==> config.mk <==
export PLATFORM = sky130hd
export DESIGN_NAME = instr_mem
export DESIGN_NICKNAME = d
export VERILOG_FILES = /design/src/rtl/fetch_pkg.sv /design/src/rtl/instr_mem_array.sv /design/src/rtl/instr_mem.sv
export SDC_FILE = /design/constraint.sdc
export NUM_CORES = 1
export LEC_CHECK = 0
export CORE_ASPECT_RATIO = 1.2
export CORE_MARGIN = 3
export CORE_UTILIZATION = 54
export CTS_BUF_LIST = sky130_fd_sc_hd__clkbuf_16
export DETAILED_ROUTE_END_ITERATION = 16
export PLACE_DENSITY = 0.75
export SLEW_MARGIN = 5
export SYNTH_ARGS = -nofsm -noshare
export SYNTH_HDL_FRONTEND = slang
export SYNTH_SLANG_ARGS = --single-unit
export TNS_END_PERCENT = 20
==> constraint.sdc <==
create_clock -name clk -period 1.7 [get_ports clk]
set_input_delay 0.51 -clock clk [delete_from_list [all_inputs] [get_ports clk]]
set_output_delay 0.51 -clock clk [all_outputs]
set_load 0.01 [all_outputs]
==> src/rtl/fetch_pkg.sv <==
// Shared fetch-stage types: instruction word layout, default memory depth and
// a helper that packs instruction fields into a word for program images.
package fetch_pkg;

  typedef enum logic [3:0] {
    OP_NOP = 4'd0,
    OP_MOV = 4'd1,
    OP_ADD = 4'd2,
    OP_SUB = 4'd3,
    OP_AND = 4'd4,
    OP_OR  = 4'd5,
    OP_LD  = 4'd6,
    OP_ST  = 4'd7,
    OP_BEQ = 4'd8,
    OP_JMP = 4'd9
  } opcode_t;

  typedef logic [3:0]  reg_t;
  typedef logic [15:0] imm_t;

  typedef struct packed {
    opcode_t op;
    reg_t    rd;
    reg_t    rs1;
    reg_t    rs2;
    imm_t    imm;
  } instruction_t;

  localparam int DEFAULT_DEPTH = 16;

  function automatic instruction_t make_instr(input opcode_t op, input reg_t rd,
                                              input reg_t rs1, input reg_t rs2,
                                              input imm_t imm);
    instruction_t w;
    w.op  = op;
    w.rd  = rd;
    w.rs1 = rs1;
    w.rs2 = rs2;
    w.imm = imm;
    return w;
  endfunction

endpackage

==> src/rtl/instr_mem_array.sv <==
// DEPTH x WORD_WIDTH storage, one write port and one registered read port.
// Read-before-write on same-address collision; no reset, contents survive arstn.
module instr_mem_array #(
  parameter int WORD_WIDTH = 32,
  parameter int DEPTH      = 16,
  parameter int ADDR_BITS  = (DEPTH > 1) ? $clog2(DEPTH) : 1
) (
  input  logic                  clk,
  input  logic                  i_wr_en,
  input  logic [ADDR_BITS-1:0]  i_wr_addr,
  input  logic [WORD_WIDTH-1:0] i_wr_data,
  input  logic                  i_rd_en,
  input  logic [ADDR_BITS-1:0]  i_rd_addr,
  output logic [WORD_WIDTH-1:0] o_rd_data
);

  logic [WORD_WIDTH-1:0] r_mem [DEPTH];
  logic [WORD_WIDTH-1:0] r_rd_data_p1;

  // Both ports sample r_mem before this edge's write lands, giving old data.
  always_ff @(posedge clk) begin
    if (i_wr_en) begin
      r_mem[i_wr_addr] <= i_wr_data;
    end
    if (i_rd_en) begin
      r_rd_data_p1 <= r_mem[i_rd_addr];
    end
  end

  assign o_rd_data = r_rd_data_p1;

endmodule

==> src/rtl/instr_mem.sv <==
// Writable instruction memory with valid/ready fetch handshake, a single
// response register, flush on branch redirect and address range checking.
module instr_mem
  import fetch_pkg::*;
#(
  parameter int WORD_WIDTH = $bits(instruction_t),
  parameter int DEPTH      = DEFAULT_DEPTH,
  localparam int ADDR_BITS = (DEPTH > 1) ? $clog2(DEPTH) : 1
) (
  input  logic                  clk,
  input  logic                  arstn,
  input  logic                  req_valid_i,
  output logic                  req_ready_o,
  input  logic [ADDR_BITS-1:0]  req_addr_i,
  output logic                  rsp_valid_o,
  input  logic                  rsp_ready_i,
  output logic [WORD_WIDTH-1:0] rsp_data_o,
  output logic                  rsp_err_o,
  input  logic                  flush_i,
  input  logic                  wr_en_i,
  input  logic [ADDR_BITS-1:0]  wr_addr_i,
  input  logic [WORD_WIDTH-1:0] wr_data_i
);

  localparam logic [ADDR_BITS:0] DEPTH_L = (ADDR_BITS + 1)'(DEPTH);

  logic                  w_accept;
  logic                  w_rd_in_range;
  logic                  w_wr_in_range;
  logic [WORD_WIDTH-1:0] w_rd_data;

  logic                  r_vld_p1;
  logic                  r_err_p1;
  logic                  r_hit_p1;

  assign req_ready_o   = !r_vld_p1 || rsp_ready_i || flush_i;
  assign w_accept      = req_valid_i && req_ready_o;
  assign w_rd_in_range = ({1'b0, req_addr_i} < DEPTH_L);
  assign w_wr_in_range = ({1'b0, wr_addr_i} < DEPTH_L);

  instr_mem_array #(
    .WORD_WIDTH (WORD_WIDTH),
    .DEPTH      (DEPTH),
    .ADDR_BITS  (ADDR_BITS)
  ) u_array (
    .clk       (clk),
    .i_wr_en   (wr_en_i && w_wr_in_range),
    .i_wr_addr (wr_addr_i),
    .i_wr_data (wr_data_i),
    .i_rd_en   (w_accept && w_rd_in_range),
    .i_rd_addr (req_addr_i),
    .o_rd_data (w_rd_data)
  );

  // Response stage: r_hit_p1 gates the array word so reset and
  // out-of-range responses read as zero without resetting the storage.
  always_ff @(posedge clk or negedge arstn) begin
    if (!arstn) begin
      r_vld_p1 <= 1'b0;
      r_err_p1 <= 1'b0;
      r_hit_p1 <= 1'b0;
    end else if (w_accept) begin
      r_vld_p1 <= 1'b1;
      r_err_p1 <= !w_rd_in_range;
      r_hit_p1 <= w_rd_in_range;
    end else if ((r_vld_p1 && rsp_ready_i) || flush_i) begin
      r_vld_p1 <= 1'b0;
    end
  end

  assign rsp_valid_o = r_vld_p1;
  assign rsp_err_o   = r_err_p1;
  assign rsp_data_o  = r_hit_p1 ? w_rd_data : '0;

endmodule

Word level (Yosys, flattened, before mapping)

Memory sizes are Yosys's and may differ from the RTL's. A register that Yosys moved wholly into a read port is not among the register bits.
Index checks and enable logic that the tools add are counted.

Bits in registers: 2
Latch bits: 0
Memory bits (writable): 512
Memory bits (read-only): 0
Input bits: 46
Output and inout port bits: 35
Memories: 1

$add $sub $neg: 0
Multiply operators: 0
Div/mod/pow operators: 0
$lt $le $gt $ge: 0
Eq/ne operators: 0
Shift-type cells: 0
Multiplexer cells: 5
Bitwise gates (word level): 0
Reduce and logical (&&, ||, !) cells: 7

Memory list:

| memory        | depth | bits a word | read ports | clocked after memory_dff | write ports | line                  | source |
|---|---|---|---|---|---|---|---|
| u_array.r_mem | 16    | 32          | 1          | 1                        | 1           | instr_mem_array.sv:17 | `logic [WORD_WIDTH-1:0] r_mem [DEPTH];` |

Operators by type and width:

| operator           | count |
|---|---|
| two-way mux 32 bit | 1 |
| two-way mux 1 bit  | 4 |
| logical OR 1 bit   | 3 |
| logical AND 1 bit  | 2 |
| nonzero test 2 bit | 1 |
| zero test 1 bit    | 1 |

Logic depth before layout (Yosys ltp)

Depth in word-level cells: 5
Gate-level depth with buffers: 5

Modules after synthesis

From an unflattened synthesis, not the netlist that was laid out.

Cells, all modules: 881
Area, all modules: 20479.6 um^2

Modules (own cells, without submodules):

| module          | instances | cells each | area an instance (um^2) | sequential area each (um^2) |
|---|---|---|---|---|
| instr_mem_array | 1         | 838        | 20174.3                 | 16335.7 |
| instr_mem       | 1         | 43         | 305.3                   | 50.0 |

Worst setup path after synthesis

Ideal clock, no wire load.

Path kind: input port to flip-flop
Start: input wr_addr_i[2]
End: memory u_array.r_mem[0][0], enable pin
Setup time: 0.461 ns
Arrival: 3.228 ns
Data required time: 1.239 ns
Slack: -1.990 ns
Stages: 2
Buffers on the path: 0
Cells stage by stage: or3b_2 -> nor3_1

RTL lines:

| item        | line                  | source |
|---|---|---|
| from (decl) | instr_mem.sv:21       | `input logic [ADDR_BITS-1:0] wr_addr_i,` |
| to (decl)   | instr_mem_array.sv:17 |  |

Straight into the memory's write port.

Final worst setup path

Start: register r_hit_p1
End: output rsp_data_o[20]

Cells in the longest elaborated chain, start to end: 1

Ends and longest elaborated chain:

| item                   | line            | source |
|---|---|---|
| from (decl)            | instr_mem.sv:34 | `logic r_hit_p1;` |
| from (signal assigned) | instr_mem.sv:65 | `r_hit_p1 <= w_rd_in_range;` |
| two-way mux 32 bit     | instr_mem.sv:73 | `assign rsp_data_o = r_hit_p1 ? w_rd_data : '0;` |
| to (decl)              | instr_mem.sv:17 | `output logic [WORD_WIDTH-1:0] rsp_data_o,` |

No other way between the ends.

==> metrics.md <==
| Metric | Value |
|---|---|
| Routed wire length | `45000 um` |
| Peak supply drop | `0.660 mV` |
| Vias | `10100` |
| Mapped Avg Cell Area | `23.2 um^2` |
| FMAX | `475 MHz` |
| Clock share of power | `38.3%` |
| Netlist cell types | `19` |
| Antenna-violating nets left | `0` |
| Skew final | `21.4 ps` |
| CTS tree | `done` |
| Cell Area, Placed | `0.0232 mm^2` |
| Initial Util | `55.2%` |
| RSZ-0062 raised after global routing | `yes` |
| NetSw | `5.62 mW` |
| Async S/R FF share, synth | `0.366%` |
| Synth area leaders | `edfxtp_1 80%, mux4_2 14%, a22oi_1 2.3%` |
| Slew Limit Headroom | `19.9%` |
| Pwr dens | `1110 mW/mm^2` |
| I/O pins | `81` |
| Total track usage | `23.0%` |
| Slowest-stage cell, CP | `dfrtp_2` |
| Core area | `0.0371 mm^2` |
| Setup crit start kind | `flip-flop` |
| Initial antenna violation count | `1` |
| Filler cell count | `2163` |
| Combinational share of power | `6.7%` |
| Via-per-instance ratio | `6.31` |
| Seq/Total Area, Yosys | `80.1%` |
| CP Class | `flip-flop to primary output` |
| DR WL/cell | `28.2 um` |
| Tmin final | `2110 ps` |
| Netlist Area Pre-Place | `0.0205 mm^2` |
| Flops & latches, synth | `546` |
| Clock buffer count from CTS | `49` |
| Part of the power in registers | `55.1%` |
| DIE AREA | `0.0403 mm^2` |
| Post-place setup slack | `-896 ps` |
| Failing checks | `negative setup slack` |
| Largest net degree at the start of global routing | `40` |
| Worst setup EP type | `primary output` |
| Final GP Congestion | `0.737` |
| FP Rows | `77` |
| IO buf count | `79` |
| Syn Nets | `927` |
| Biggest area consumer among synthesized cells | `edfxtp_1` |
| Post-synth top area share | `79.9%` |
| Status | `finished with violations` |
| Die width | `184 um` |
| Peak per-stage delay on the critical path | `460 ps` |
| Most used DFF post-synth | `edfxtp_1` |
| Commonest cells in the netlist | `544 x edfxtp_1, 128 x mux4_2, 64 x a22oi_1` |
| Worst Tran Pin Value | `1200 ps` |
| Hold Vio Cnt, Final | `0` |
| Final setup violation count | `58` |
| Finished Layout Cells | `1596` |
| Worst-path fanout max | `4` |
| Cells after DPL | `1498` |
| Layout cell share with drive strength beyond 1 | `36.5%` |
| Fin area | `0.0250 mm^2` |
| HP Class | `primary input to asynchronous set/reset pin` |
| First-pass DRT Iterations | `5` |
| Area Overhead vs Synth | `22.2%` |
| CTS HTree Levels | `2` |
| Final Worst Setup Slack | `-405 ps` |
| Vias in the first global route | `10500` |
| Cts hold-fix bufs | `0` |
| Final Max Tran Viols | `0` |
| CTS clk-pin slew, worst paths | `60 ps` |
| EDFF count, synth | `544` |
| GR Overflow Total | `0` |
| # DRC | `0` |
| Clock latency at the later pin of the worst-skew pair | `570 ps` |
| First-pass GRT wire length | `67800 um` |
| Internal power | `22.1 mW` |
| Top-count cell post-synth | `edfxtp_1` |
| Crit share post-route | `124%` |
| Worst path cell trace | `buf_12, buf_16, and2_4, buf_6` |
| Static Leak | `8.25 nW` |
| DP Wirelength | `24400 um` |
| Critical Path RT | `1190 ps` |
| Final Net Count | `1130` |
| Die Ht | `219 um` |
| Initial DRC count | `1195` |
| CTS Buffer Depth | `3` |
| Root Buffer | `clkbuf_16` |
| Synth warn | `0` |
| CTS sink cnt | `546` |
| Max_cap viols | `0` |
| Worst Path Arrival | `1600 ps` |
| Post-synthesis instance total | `881` |
| Switch share | `20.3%` |
-- power by group through the flow --
stage | clock network, mW | registers [mW] | logic (mW)
after floorplan | 0 | 15.5 | 0.833
after global placement | 0 | 15.5 | 1.72
after detailed placement | 0 | 15.5 | 1.76
after CTS | 10.8 | 15.3 | 1.82
after global routing | 11.3 | 15.3 | 1.96
final | 10.6 | 15.3 | 1.84
-- stage by stage --
stage / util, % / hold slack, ps / total power, mW / TNS [ps]
2_1_floorplan: - / 214 / 16.3 / -179670
3_3_place_gp: 62.5 / 693 / 17.2 / -279260
3_5_place_dp: 62.5 / 685 / 17.3 / -297680
4_1_cts: 67.2 / 92.6 / 27.8 / -13160
5_1_grt: 67.4 / 105 / 28.5 / -15220
6_report: 67.4 / 115 / 27.7 / -12320
-- state kept, by name (all words and copies together) (netlist names) --
name               cells
u_array.r_mem        512
rsp_valid_o            1
u_array.o_rd_data     32
r_hit_p1               1
-- critical path: cells and delay by family (launching register included) --
family	cells	cell delay, ps
buffers and inverters	3	420
flip-flops	1	460
AND/OR/NAND/NOR	1	160
-- per-layer routing --
| layer | global-route usage [%] | up-vias | share of wire (%) | wire length [um] |
|---|---|---|---|---|
| met4 | 8.76 | 0 | 3.3 | 1500 |
| met1 | 31.5 | 5294 | 37 | 16800 |
| met3 | 4.18 | 97 | 7.8 | 3530 |
| li1 | - | 4137 | - | - |
| met2 | 37.8 | 547 | 52 | 23200 |
| met5 | 0 | - | 0 | 0 |
-- cell families (layout without fill, tap and decap cells) --
family	count (synthesis)	after routing	share of synthesized area (%)
flip-flops	546	546	80.1
AND/OR/NAND/NOR	95	95	2.35
other	1	2	0.0183
buffers and inverters	47	287	1.09
AO/OA/AOI/OAI	64	64	2.35
multiplexers	128	128	14.1
-- cell type report --
class	count	area (um^2)	area share (%)
repair buffers	199	2370	9.50
diodes	1	2.50	0.0100
flip-flops and latches	546	16400	65.5
multi-input cells	288	4110	16.4
well taps	474	593	2.37
clock inverters	39	308	1.23
clock buffers	49	1230	4.90
-- placed cells by master (no fill, tap or decap), types with 3 or more instances in the layout --
cell type,n
buf_12,47
mux4_2,128
buf_4,67
buf_2,3
and2_4,31
clkdlybuf4s50_1,39
buf_6,35
nand2_1,33
a22oi_1,62
clkinv_1,13
buf_16,3
bufinv_16,5
clkbuf_16,49
clkinv_2,9
nor3_4,4
nor2_4,13
nand2b_1,3
dlygate4sd2_1,4
edfxtp_1,544
inv_1,8
-- path summary, 6_finish.rpt --
kind	slack, ps	end	startpoint	cells past startpoint
worst max register to register	100	u_array.o_rd_data[22]	rsp_valid_o	5
worst max-delay path	-410	rsp_data_o[20]	r_hit_p1	4
worst min register to register	730	u_array.o_rd_data[8]	u_array.r_mem[14][8]	3
worst min-delay path	110	rsp_valid_o	arstn	1
max in group asynchronous	1450	r_hit_p1	arstn	1
min in group clk	550	rsp_valid_o	flush_i	5
-- repair_timing --
action,4_1_cts,5_1_grt
buffers inserted,6,0
setup endpoints to repair,194,112
gates resized for setup,196,19
pin swaps,5,4
gates cloned,3,0
No activity file was read; power rests on OpenSTA's default activity.
